[config.mk]
export PLATFORM = sky130hd
export DESIGN_NAME = seg7_time_scanner
export DESIGN_NICKNAME = d
export VERILOG_FILES = /design/src/rtl/seg7_pkg.sv /design/src/rtl/seg7_time_scanner_bcd.sv /design/src/rtl/seg7_time_scanner.sv
export SDC_FILE = /design/constraint.sdc
export NUM_CORES = 1
export LEC_CHECK = 0
export CAP_MARGIN = 20
export CORE_UTILIZATION = 40
export DETAILED_ROUTE_END_ITERATION = 6
export PLACE_DENSITY_LB_ADDON = 0.2
export REMOVE_ABC_BUFFERS = 1
export SYNTH_ARGS = -nofsm -noshare
export SYNTH_HDL_FRONTEND = slang
export SYNTH_SLANG_ARGS = --single-unit
[constraint.sdc]
create_clock -name clk -period 4.9 [get_ports clk]
set_clock_uncertainty 0.1 [all_clocks]
set_input_delay 0.98 -clock clk [delete_from_list [all_inputs] [get_ports clk]]
set_output_delay 0.98 -clock clk [all_outputs]
set_load 0.01 [all_outputs]
[src/rtl/seg7_pkg.sv]
// seg7_pkg: shared constants for the 6-digit time scanner.
// Segment codes are {g,f,e,d,c,b,a}, active-low.
package seg7_pkg;

  localparam logic [6:0] SEG_0     = 7'h40;
  localparam logic [6:0] SEG_1     = 7'h79;
  localparam logic [6:0] SEG_2     = 7'h24;
  localparam logic [6:0] SEG_3     = 7'h30;
  localparam logic [6:0] SEG_4     = 7'h19;
  localparam logic [6:0] SEG_5     = 7'h12;
  localparam logic [6:0] SEG_6     = 7'h02;
  localparam logic [6:0] SEG_7     = 7'h78;
  localparam logic [6:0] SEG_8     = 7'h00;
  localparam logic [6:0] SEG_9     = 7'h10;
  localparam logic [6:0] SEG_DASH  = 7'h3F;
  localparam logic [6:0] SEG_BLANK = 7'h7F;

  localparam logic [1:0] BLINK_NONE = 2'b00;
  localparam logic [1:0] BLINK_SEC  = 2'b01;
  localparam logic [1:0] BLINK_MIN  = 2'b10;
  localparam logic [1:0] BLINK_HOUR = 2'b11;

  localparam logic [2:0] DIG_SEC_ONES  = 3'd0;
  localparam logic [2:0] DIG_SEC_TENS  = 3'd1;
  localparam logic [2:0] DIG_MIN_ONES  = 3'd2;
  localparam logic [2:0] DIG_MIN_TENS  = 3'd3;
  localparam logic [2:0] DIG_HOUR_ONES = 3'd4;
  localparam logic [2:0] DIG_HOUR_TENS = 3'd5;

  function automatic logic [6:0] seg_encode(
    input logic [3:0] d
  );
    logic [6:0] s;
    unique case (d)
      4'd0:    s = SEG_0;
      4'd1:    s = SEG_1;
      4'd2:    s = SEG_2;
      4'd3:    s = SEG_3;
      4'd4:    s = SEG_4;
      4'd5:    s = SEG_5;
      4'd6:    s = SEG_6;
      4'd7:    s = SEG_7;
      4'd8:    s = SEG_8;
      4'd9:    s = SEG_9;
      default: s = SEG_BLANK;
    endcase
    return s;
  endfunction

endpackage

[src/rtl/seg7_time_scanner_bcd.sv]
// bin2bcd_2digit: binary 0..255 to two BCD digits.
// Ports: bin in; tens/ones out; overflow set when bin >= 100.
module bin2bcd_2digit (
  input  logic [7:0] bin,
  output logic [3:0] tens,
  output logic [3:0] ones,
  output logic       overflow
);

  always_comb begin
    overflow = (bin >= 8'd100);
    tens     = 4'(bin / 8'd10);
    ones     = 4'(bin % 8'd10);
  end

endmodule

[src/rtl/seg7_time_scanner.sv]
// seg7_time_scanner: 6-digit multiplexed common-anode time display.
// In: clk, reset, hour/min/sec, is_pm, hour_format, blink_sel. Out: seg_n, dp_n, an_n.
module seg7_time_scanner
  import seg7_pkg::*;
#(
  parameter int SCAN_DIV  = 1000,
  parameter int BLINK_DIV = 12_000_000
) (
  input  logic       clk,
  input  logic       reset,
  input  logic [7:0] display_hour,
  input  logic [7:0] display_min,
  input  logic [7:0] display_sec,
  input  logic       is_pm,
  input  logic       hour_format,
  input  logic [1:0] blink_sel,
  output logic [6:0] seg_n,
  output logic       dp_n,
  output logic [5:0] an_n
);

  localparam int SW = $clog2(SCAN_DIV);
  localparam int BW = $clog2(BLINK_DIV + 1);
  localparam logic [SW-1:0] SCAN_LAST  = SW'(SCAN_DIV - 1);
  localparam logic [BW-1:0] BLINK_LAST = BW'(BLINK_DIV - 1);

  logic [SW-1:0] scan_cnt;
  logic [2:0]    digit_idx;
  logic [BW-1:0] blink_cnt;
  logic          blink_phase;
  logic          primed;

  logic [7:0] snap_hour;
  logic [7:0] snap_min;
  logic [7:0] snap_sec;
  logic       snap_pm;
  logic       snap_fmt;

  logic scan_wrap;
  logic load;

  assign scan_wrap = (scan_cnt == SCAN_LAST);
  assign load = (scan_wrap && digit_idx == DIG_HOUR_TENS)
              || !primed;

  always_ff @(posedge clk or posedge reset) begin
    if (reset) begin
      scan_cnt  <= '0;
      digit_idx <= DIG_SEC_ONES;
    end else if (scan_wrap) begin
      scan_cnt  <= '0;
      digit_idx <= (digit_idx == DIG_HOUR_TENS)
                 ? DIG_SEC_ONES
                 : digit_idx + 3'd1;
    end else begin
      scan_cnt <= scan_cnt + SW'(1);
    end
  end

  always_ff @(posedge clk or posedge reset) begin
    if (reset) begin
      blink_cnt   <= '0;
      blink_phase <= 1'b0;
    end else if (blink_cnt == BLINK_LAST) begin
      blink_cnt   <= '0;
      blink_phase <= ~blink_phase;
    end else begin
      blink_cnt <= blink_cnt + BW'(1);
    end
  end

  // One coherent snapshot per frame keeps digits from tearing.
  always_ff @(posedge clk or posedge reset) begin
    if (reset) begin
      snap_hour <= '0;
      snap_min  <= '0;
      snap_sec  <= '0;
      snap_pm   <= 1'b0;
      snap_fmt  <= 1'b0;
      primed    <= 1'b0;
    end else if (load) begin
      snap_hour <= display_hour;
      snap_min  <= display_min;
      snap_sec  <= display_sec;
      snap_pm   <= is_pm;
      snap_fmt  <= hour_format;
      primed    <= 1'b1;
    end
  end

  logic [3:0] h_tens, h_ones;
  logic [3:0] m_tens, m_ones;
  logic [3:0] s_tens, s_ones;
  logic       h_ovf, m_ovf, s_ovf;

  bin2bcd_2digit u_hour (
    .bin      (snap_hour),
    .tens     (h_tens),
    .ones     (h_ones),
    .overflow (h_ovf)
  );

  bin2bcd_2digit u_min (
    .bin      (snap_min),
    .tens     (m_tens),
    .ones     (m_ones),
    .overflow (m_ovf)
  );

  bin2bcd_2digit u_sec (
    .bin      (snap_sec),
    .tens     (s_tens),
    .ones     (s_ones),
    .overflow (s_ovf)
  );

  logic [3:0] nib;
  logic       ovf;
  logic [1:0] field;
  logic       dp_on;
  logic       lead_blank;
  logic [6:0] seg_d;
  logic       dp_d;
  logic [5:0] an_d;

  always_comb begin
    nib        = 4'd0;
    ovf        = 1'b0;
    field      = BLINK_NONE;
    dp_on      = 1'b0;
    lead_blank = 1'b0;
    unique case (digit_idx)
      DIG_SEC_ONES: begin
        nib   = s_ones;
        ovf   = s_ovf;
        field = BLINK_SEC;
        dp_on = snap_fmt & snap_pm;
      end
      DIG_SEC_TENS: begin
        nib   = s_tens;
        ovf   = s_ovf;
        field = BLINK_SEC;
      end
      DIG_MIN_ONES: begin
        nib   = m_ones;
        ovf   = m_ovf;
        field = BLINK_MIN;
        dp_on = 1'b1;
      end
      DIG_MIN_TENS: begin
        nib   = m_tens;
        ovf   = m_ovf;
        field = BLINK_MIN;
      end
      DIG_HOUR_ONES: begin
        nib   = h_ones;
        ovf   = h_ovf;
        field = BLINK_HOUR;
        dp_on = 1'b1;
      end
      DIG_HOUR_TENS: begin
        nib        = h_tens;
        ovf        = h_ovf;
        field      = BLINK_HOUR;
        lead_blank = snap_fmt && (h_tens == 4'd0);
      end
      default: ;
    endcase

    seg_d = ovf ? SEG_DASH : seg_encode(nib);
    if (!ovf && lead_blank) seg_d = SEG_BLANK;
    dp_d = ~dp_on;

    if (blink_phase && blink_sel != BLINK_NONE
        && blink_sel == field) begin
      seg_d = SEG_BLANK;
      dp_d  = 1'b1;
    end

    an_d = ~(6'b000001 << digit_idx);

    // First cycle of each slot is dead time against ghosting.
    if (scan_cnt == '0) begin
      an_d  = 6'h3F;
      seg_d = SEG_BLANK;
      dp_d  = 1'b1;
    end
  end

  always_ff @(posedge clk or posedge reset) begin
    if (reset) begin
      seg_n <= SEG_BLANK;
      dp_n  <= 1'b1;
      an_n  <= 6'h3F;
    end else begin
      seg_n <= seg_d;
      dp_n  <= dp_d;
      an_n  <= an_d;
    end
  end

endmodule

==> summary.txt, run 1 <==
Power and ir drop
  • Switch share: 29.9%
  • Sequential power share: 37.7%
  • Combinational share of power: 26.2%
  • Internal cell power: ~1.4 mW
  • Total power: 2.02 mW
  • Clock power share: 36.0%
  • Net switching power: 0.603 mW
  • Power per cell area: 323 nW/µm²
  • Pleak: 2.52 nW
  • Peak supply drop: 0.168 mV

Timing
  • Slew @ Worst Pin: 1010 ps
  • Finish-stage setup viols: 0
  • Crit path time final: between 4000 and 5000 ps
  • Final hold slack: between 300 and 400 ps
  • FMAX: approximately 220 MHz
  • Slew Viols, Final: 0
  • Max_slew headroom: 32.7%
  • Final hold violations: 0
  • Final period util: 92.3%
  • Worst Slack Setup Final: 376 ps
  • Setup TNS: 0 ps

Die
  • Die outline height: 116 µm
  • # IOs: 44
  • Starting density of the core: 41.3%
  • Core area: roughly 13,000 µm²
  • Die footprint: 13,500 µm²
  • Rows: between 40 and 50
  • Chip width: 116 µm

Logic synthesis
  • Number of synthesized flops with an enable pin: 0
  • Post-Syn Area: 5230 µm²
  • Avg Inst Size Synth: 8.97 µm²
  • Async S/R FF share, synth: 100%
  • Syn. warnings: 0
  • Synth top area share: approximately 31%
  • Largest area contributor in the netlist: dfrtp_1
  • Post-synthesis cell count: 583
  • Distinct cells, synth: 85
  • Ys flop type: dfrtp_1
  • Top post-synthesis cells by area: dfrtp_1 (31%), dfstp_2 (7.0%), mux2_2 (5.2%)
  • Sequential share of the synthesized area: a little under two fifths
  • Number of synthesized register bits: 79

GRT
  • Largest net degree at the start of global routing: 50
  • First-pass GRT wire length: 21,800 µm
  • Antenna violations before repair: 0
  • GRT Util Overall: 20.9%
  • GR Overflow Total: 0
  • Number of global-route vias before repair: roughly 4,400

Critical path
  • CP Cell Sequence: buf_4 > a21o_1 > o21ai_4 > nand2_1 > inv_1 > ha_1 > nor3_1 > o32ai_2 > nor3_1 > o21bai_2 > a2111oi_1 > or4b_4 > a21o_1 > a211o_1 > a211o_1 > a21o_1
  • Most used cell, CP: a21o_1
  • Critical path's largest stage delay: 580 ps
  • Crit. End Element: flip-flop
  • Critical Path Start: digit_idx[2]
  • CP arrival: ~4700 ps
  • WS Path Type: flip-flop to flip-flop
  • CP startpoint kind: flip-flop
  • Max FO, Critical Path: 16
  • Crit-path slowest cell: or4b_4
  • Worst r2r src: digit_idx[2]
  • Worst EP required: 5070 ps

Clock network
  • Hold Buf Count CTS: 0
  • CTS buffer count: 9
  • CTS tree: built
  • Sink Count: 79
  • CTS HTree Levels: 3
  • CTS Root Cell: clkbuf_16
  • Clock slew at reported path FFs: 60 ps
  • Worst-skew pair later-pin latency: about 340 ps
  • Clock Tree Buf Depth: 2

Final layout
  • Area growth from synthesis to final layout: 19.5%
  • Inserted Diodes: 0
  • Share of cells above drive strength 1: around 15%
  • Nets: 668
  • Fin cells: 803
  • Layout Utilization: between 40% and 50%
  • Design area: 6240 µm²
  • Fillers: 1,191

Place
  • Placed Area: 5870 µm²
  • Placed Instances: between 700 and 800
  • Post-DP HPWL: 9840 µm
  • Port-buffer cells: 43
  • Place WS: about 280 ps
  • Placer Congestion: 0.884

Run
  • Max cap viols: 0

Routing
  • DR DRC count: 0
  • Antenna viol nets, final: 0
  • Mean routed wirelength per cell: about 16 µm
  • Routed vias: around 4,500
  • TritonRoute pass-1 iters: 6
  • 1st-iter DRT viols: 383
  • Via density: 5.64
  • Overall routed net length: 13,000 µm

Worst hold path
  • Hold Startpoint: blink_cnt[0]
  • Hold Path Class: flip-flop to flip-flop

Outcome
  • Status: completed
## path summary, 6_finish.rpt
kind	slack, ps	end	cells past startpoint
worst max-delay path	380	seg_n[6]	16
max in group asynchronous	2770	seg_n[5]	3
worst min register to register	380	blink_cnt[0]	1
worst min-delay path	380	blink_cnt[0]	1
worst max register to register	380	seg_n[6]	16
min in group asynchronous	990	blink_cnt[12]	2
## state kept, by name (all words and copies together), names as in the netlist
| register | cells |
|---|---|
| snap_pm | 1 |
| snap_sec | 8 |
| snap_fmt | 1 |
| dp_n | 1 |
| snap_min | 8 |
| an_n | 6 |
| seg_n | 7 |
| snap_hour | 8 |
| primed | 1 |
| digit_idx | 3 |
| blink_cnt | 24 |
| blink_phase | 1 |
| scan_cnt | 10 |
## worst max-delay path, delay by kind of cell (launching register included)
kind	cells	cell delay, ps
AO/OA/AOI/OAI	9	2020
adder cells (fa/ha/maj)	1	260
buffers and inverters	2	290
flip-flops	1	370
AND/OR/NAND/NOR	4	1410
## placed cells by master, fill, tap and decap left out, types with 8 or more instances in the layout
cell type	synthesis	routed
dfrtp_1	65	65
nand2_1	54	54
clkdlybuf4s50_1	0	43
nor3_1	10	10
a21oi_1	35	35
xor2_1	18	18
nand2b_1	9	9
a21o_1	8	8
nand3_1	22	22
xnor2_1	14	14
ha_1	12	12
a211oi_1	9	9
clkbuf_16	0	9
nor2_1	53	53
inv_1	19	18
mux2_2	24	24
o21ai_0	48	47
dfstp_2	14	14
buf_4	1	13
## what timing repair did
item                                   CTS  global route
setup buffers                            0             0
resized for setup                        0            10
endpoints found under the hold margin    0             0
setup endpoints to repair                0             2
## cell families after synthesis
family / synth area share [%]
and+or+nand+nor: 19.5
buffers and inverters: 3.64
DFF: 38.2
other: 0.0717
xor gates and xnor gates: 5.36
muxes: 6.73
adders and majority gates: 3.26
AOI/OAI and AO/OA: 23.3
## layer usage
metal	wire length [µm]	GRT usage [%]	part of all wire (%)	vias up
met3	577	4.51	4.4	19
li1	-	-	-	2213
met1	5900	27.0	45	2207
met2	6250	34.0	48	91
met4	311	8.72	2.4	0
met5	0	0	0	-
## cell type report
type	count	area, µm²	area share, %
clock buffer	10	229	3.67
clock inverter	6	91.3	1.46
timing repair buffer	56	528	8.46
sequential	79	1990	31.9
tap	172	215	3.45
multi-input combinational	459	3110	49.7
inverter	21	80.1	1.28
## power by group through the flow
stage | logic (mW) | clock network, mW | registers (mW)
finish | 0.529 | 0.726 | 0.761
global route | 0.588 | 0.770 | 0.767
CTS | 0.518 | 0.749 | 0.760
floorplan | 0.339 | 0 | 0.773
global placement | 0.509 | 0 | 0.771
detailed placement | 0.515 | 0 | 0.772
## Yosys cell counts (4+ instances only)
library cell	count
nand2b_1	9
dfstp_2	14
nand2_1	54
o22ai_1	7
nor4_1	5
xor2_1	18
and3_1	6
nor2_1	53
mux2_2	24
nor2b_1	5
nand3b_1	5
o21ai_0	48
xnor2_1	14
mux2i_1	7
and2_1	6
nand3_1	22
nor3_1	10
clkbuf_1	18
nand4_1	6
ha_1	12
nor3b_1	4
dfrtp_1	65
a21oi_2	4
o211ai_1	5
o22a_1	4
a21o_1	8
inv_1	19
o21a_1	4
a21oi_1	35
or3_1	4
a211oi_1	9
a211o_1	5
Note: power is estimated with default switching activity, not from simulation.
==> run 2: changes to the inputs <==
--- a/config.mk
+++ b/config.mk
@@ -8,7 +8,7 @@
 export CAP_MARGIN = 20
 export CORE_UTILIZATION = 40
 export DETAILED_ROUTE_END_ITERATION = 6
-export PLACE_DENSITY_LB_ADDON = 0.2
+export PLACE_DENSITY = 0.68
 export REMOVE_ABC_BUFFERS = 1
 export SYNTH_ARGS = -nofsm -noshare
 export SYNTH_HDL_FRONTEND = slang
==> run 2 against run 1 <==
Net effect: clock-buffer cell count fell by 1; via count rose by 0.44%; global-route usage fell by 0.33 points; clock power is 3% lower; cell area is 0.68% lower; routed wire length fell by 2.2%; sequential share of layout area increased by 0.22 points; die area is the same.
==> summary.txt, run 2 (synthesis gave the netlist of run 1 again) <==
Final layout
  • Nets: 668
  • Biggest register: blink_cnt
  • Area growth from synthesis to final layout: 18.6%
  • Design area: 6200 µm²
  • Most common cell after layout, fill and taps aside: dfrtp_1
  • Layout Utilization: 48.9%
  • Biggest regs: blink_cnt: 24 flops, scan_cnt: 10 flops
  • Max FFs per register: 24
  • Most frequent cells in the layout: dfrtp_1 (65), nand2_1 (54), nor2_1 (53), o21ai_0 (48), clkdlybuf4s50_1 (43)
  • Inserted Diodes: 0
  • Share of cells above drive strength 1: 15.2%

Worst hold path
  • Hold Startpoint: blink_cnt[0]
  • Hold path depth: 1
  • Hold Path Class: flip-flop to flip-flop

Place
  • Post-DP HPWL: 9530 µm
  • Port-buffer cells: 43
  • Placed Area: 5860 µm²
  • Placer Congestion: 0.892

Timing
  • Slew @ Worst Pin: between 900 and 1000 ps
  • Max_slew headroom: 38.7%
  • Setup TNS: 0 ps
  • Final hold violations: 0
  • Slew Viols, Final: 0
  • Final hold slack: 378 ps
  • Final period util: 92.9%
  • Finish-stage setup viols: 0
  • FMAX: 220 MHz
  • Crit path time final: approximately 4600 ps
  • Unrepaired setup endpoints after global routing: no

Power and ir drop
  • Clock power share: between 30% and 40%
  • Switch share: 31.2%
  • Combinational share of power: 26.1%
  • Power per cell area: about 320 nW/µm²
  • Internal cell power: 1.36 mW
  • Net switching power: 0.618 mW
  • Peak supply drop: 0.161 mV
  • Sequential power share: a little under two fifths
  • Pleak: 2.51 nW

Die
  • Die footprint: 13,500 µm²
  • # IOs: 44
  • Core area: 12,700 µm²
  • Die outline height: approximately 120 µm
  • Starting density of the core: 41.3%
  • Chip width: 116 µm
  • Rows: 41

GRT
  • Number of global-route vias before repair: 4,475
  • First-pass GRT wire length: 21,700 µm
  • Largest net degree at the start of global routing: 56
  • GR Overflow Total: 0
  • Antenna violations before repair: 0
  • GRT Util Overall: 20.6%

Routing
  • Routed vias: 4,550
  • Overall routed net length: 12,800 µm
  • DR DRC count: 0
  • Mean routed wirelength per cell: 15.9 µm
  • Via density: 5.67
  • 1st-iter DRT viols: 274
  • TritonRoute pass-1 iters: 4
  • Antenna viol nets, final: 0

Critical path
  • CP arrival: 4720 ps
  • WS Path Type: flip-flop to flip-flop
  • Crit. End Element: flip-flop
  • Worst r2r src: digit_idx[1]
  • Worst EP required: a little over 5000 ps
  • R2r worst-path depth: 16
  • Max FO, Critical Path: 18
  • Critical Path Start: digit_idx[1]
  • CP startpoint kind: flip-flop

Clock network
  • CTS buffer count: 9
  • CTS HTree Levels: 3
  • Worst-skew pair later-pin latency: around 350 ps
  • CTS Root Cell: clkbuf_16
  • Sink Count: 79
  • Clock slew at reported path FFs: 70 ps
  • Clock Tree Buf Depth: 2
  • CTS tree: built
  • Hold Buf Count CTS: 0

Run
  • Max cap viols: 0

Outcome
  • Status: completed
run 2: power by group through the flow:
| stage | Clock (mW) | Combinational [mW] | Sequential (mW) |
|---|---|---|---|
| global route | 0.750 | 0.572 | 0.768 |
| finish | 0.706 | 0.517 | 0.760 |
| detailed placement | 0 | 0.509 | 0.772 |
| global placement | 0 | 0.500 | 0.772 |
| CTS | 0.724 | 0.512 | 0.760 |
| floorplan | 0 | 0.339 | 0.773 |
run 2: final timing paths:
kind | end | slack, ps
worst max-delay path | seg_n[6] | 350
worst min-delay path | blink_cnt[0] | 380
worst max register to register | seg_n[6] | 350
worst min register to register | blink_cnt[0] | 380
max in group asynchronous | seg_n[6] | 2750
min in group asynchronous | blink_cnt[8] | 1030
run 2: area by class of cell:
cell class	count	area (µm²)
Clock inverter	7	86.3
Sequential cell	79	1990
Multi-Input combinational cell	459	3070
Clock buffer	9	225
Tap cell	172	215
Fill cell	1178	6470
Timing Repair Buffer	56	528
Inverter	21	80.1
run 2: worst max-delay path: stages (launching register included):
cell and delay [ps]:
dfrtp_1 370, buf_4 190, or2_1 360, a21boi_4 260, nor2_4 90, inv_2 150
ha_1 300, nor3_1 210, o32ai_1 160, nor3_1 430, o21bai_2 220, a2111oi_1 90
or4b_4 580, a21o_1 200, a211o_1 360, a211o_1 260, a21o_1 160
run 2: through the flow:
stage	setup slack (ps)	total power, mW	std cells
after floorplan	122	1.11	559
after global placement	385	1.27	786
after detailed placement	374	1.28	786
after CTS	334	2.00	802
after global routing	1.56	2.09	803
final	347	1.98	803
run 2: metal layers:
| layer | up-vias | routed length (µm) | GRT usage [%] |
|---|---|---|---|
| met4 | 0 | 383 | 9.23 |
| met5 | - | 0 | 0 |
| met3 | 25 | 576 | 3.94 |
| met1 | 2190 | 5560 | 24.5 |
| li1 | 2206 | - | - |
| met2 | 129 | 6240 | 36.0 |
run 2: what timing repair did:
item	in CTS	in global routing
resized for setup	0	4
setup endpoints to repair	0	3
setup buffers	0	0
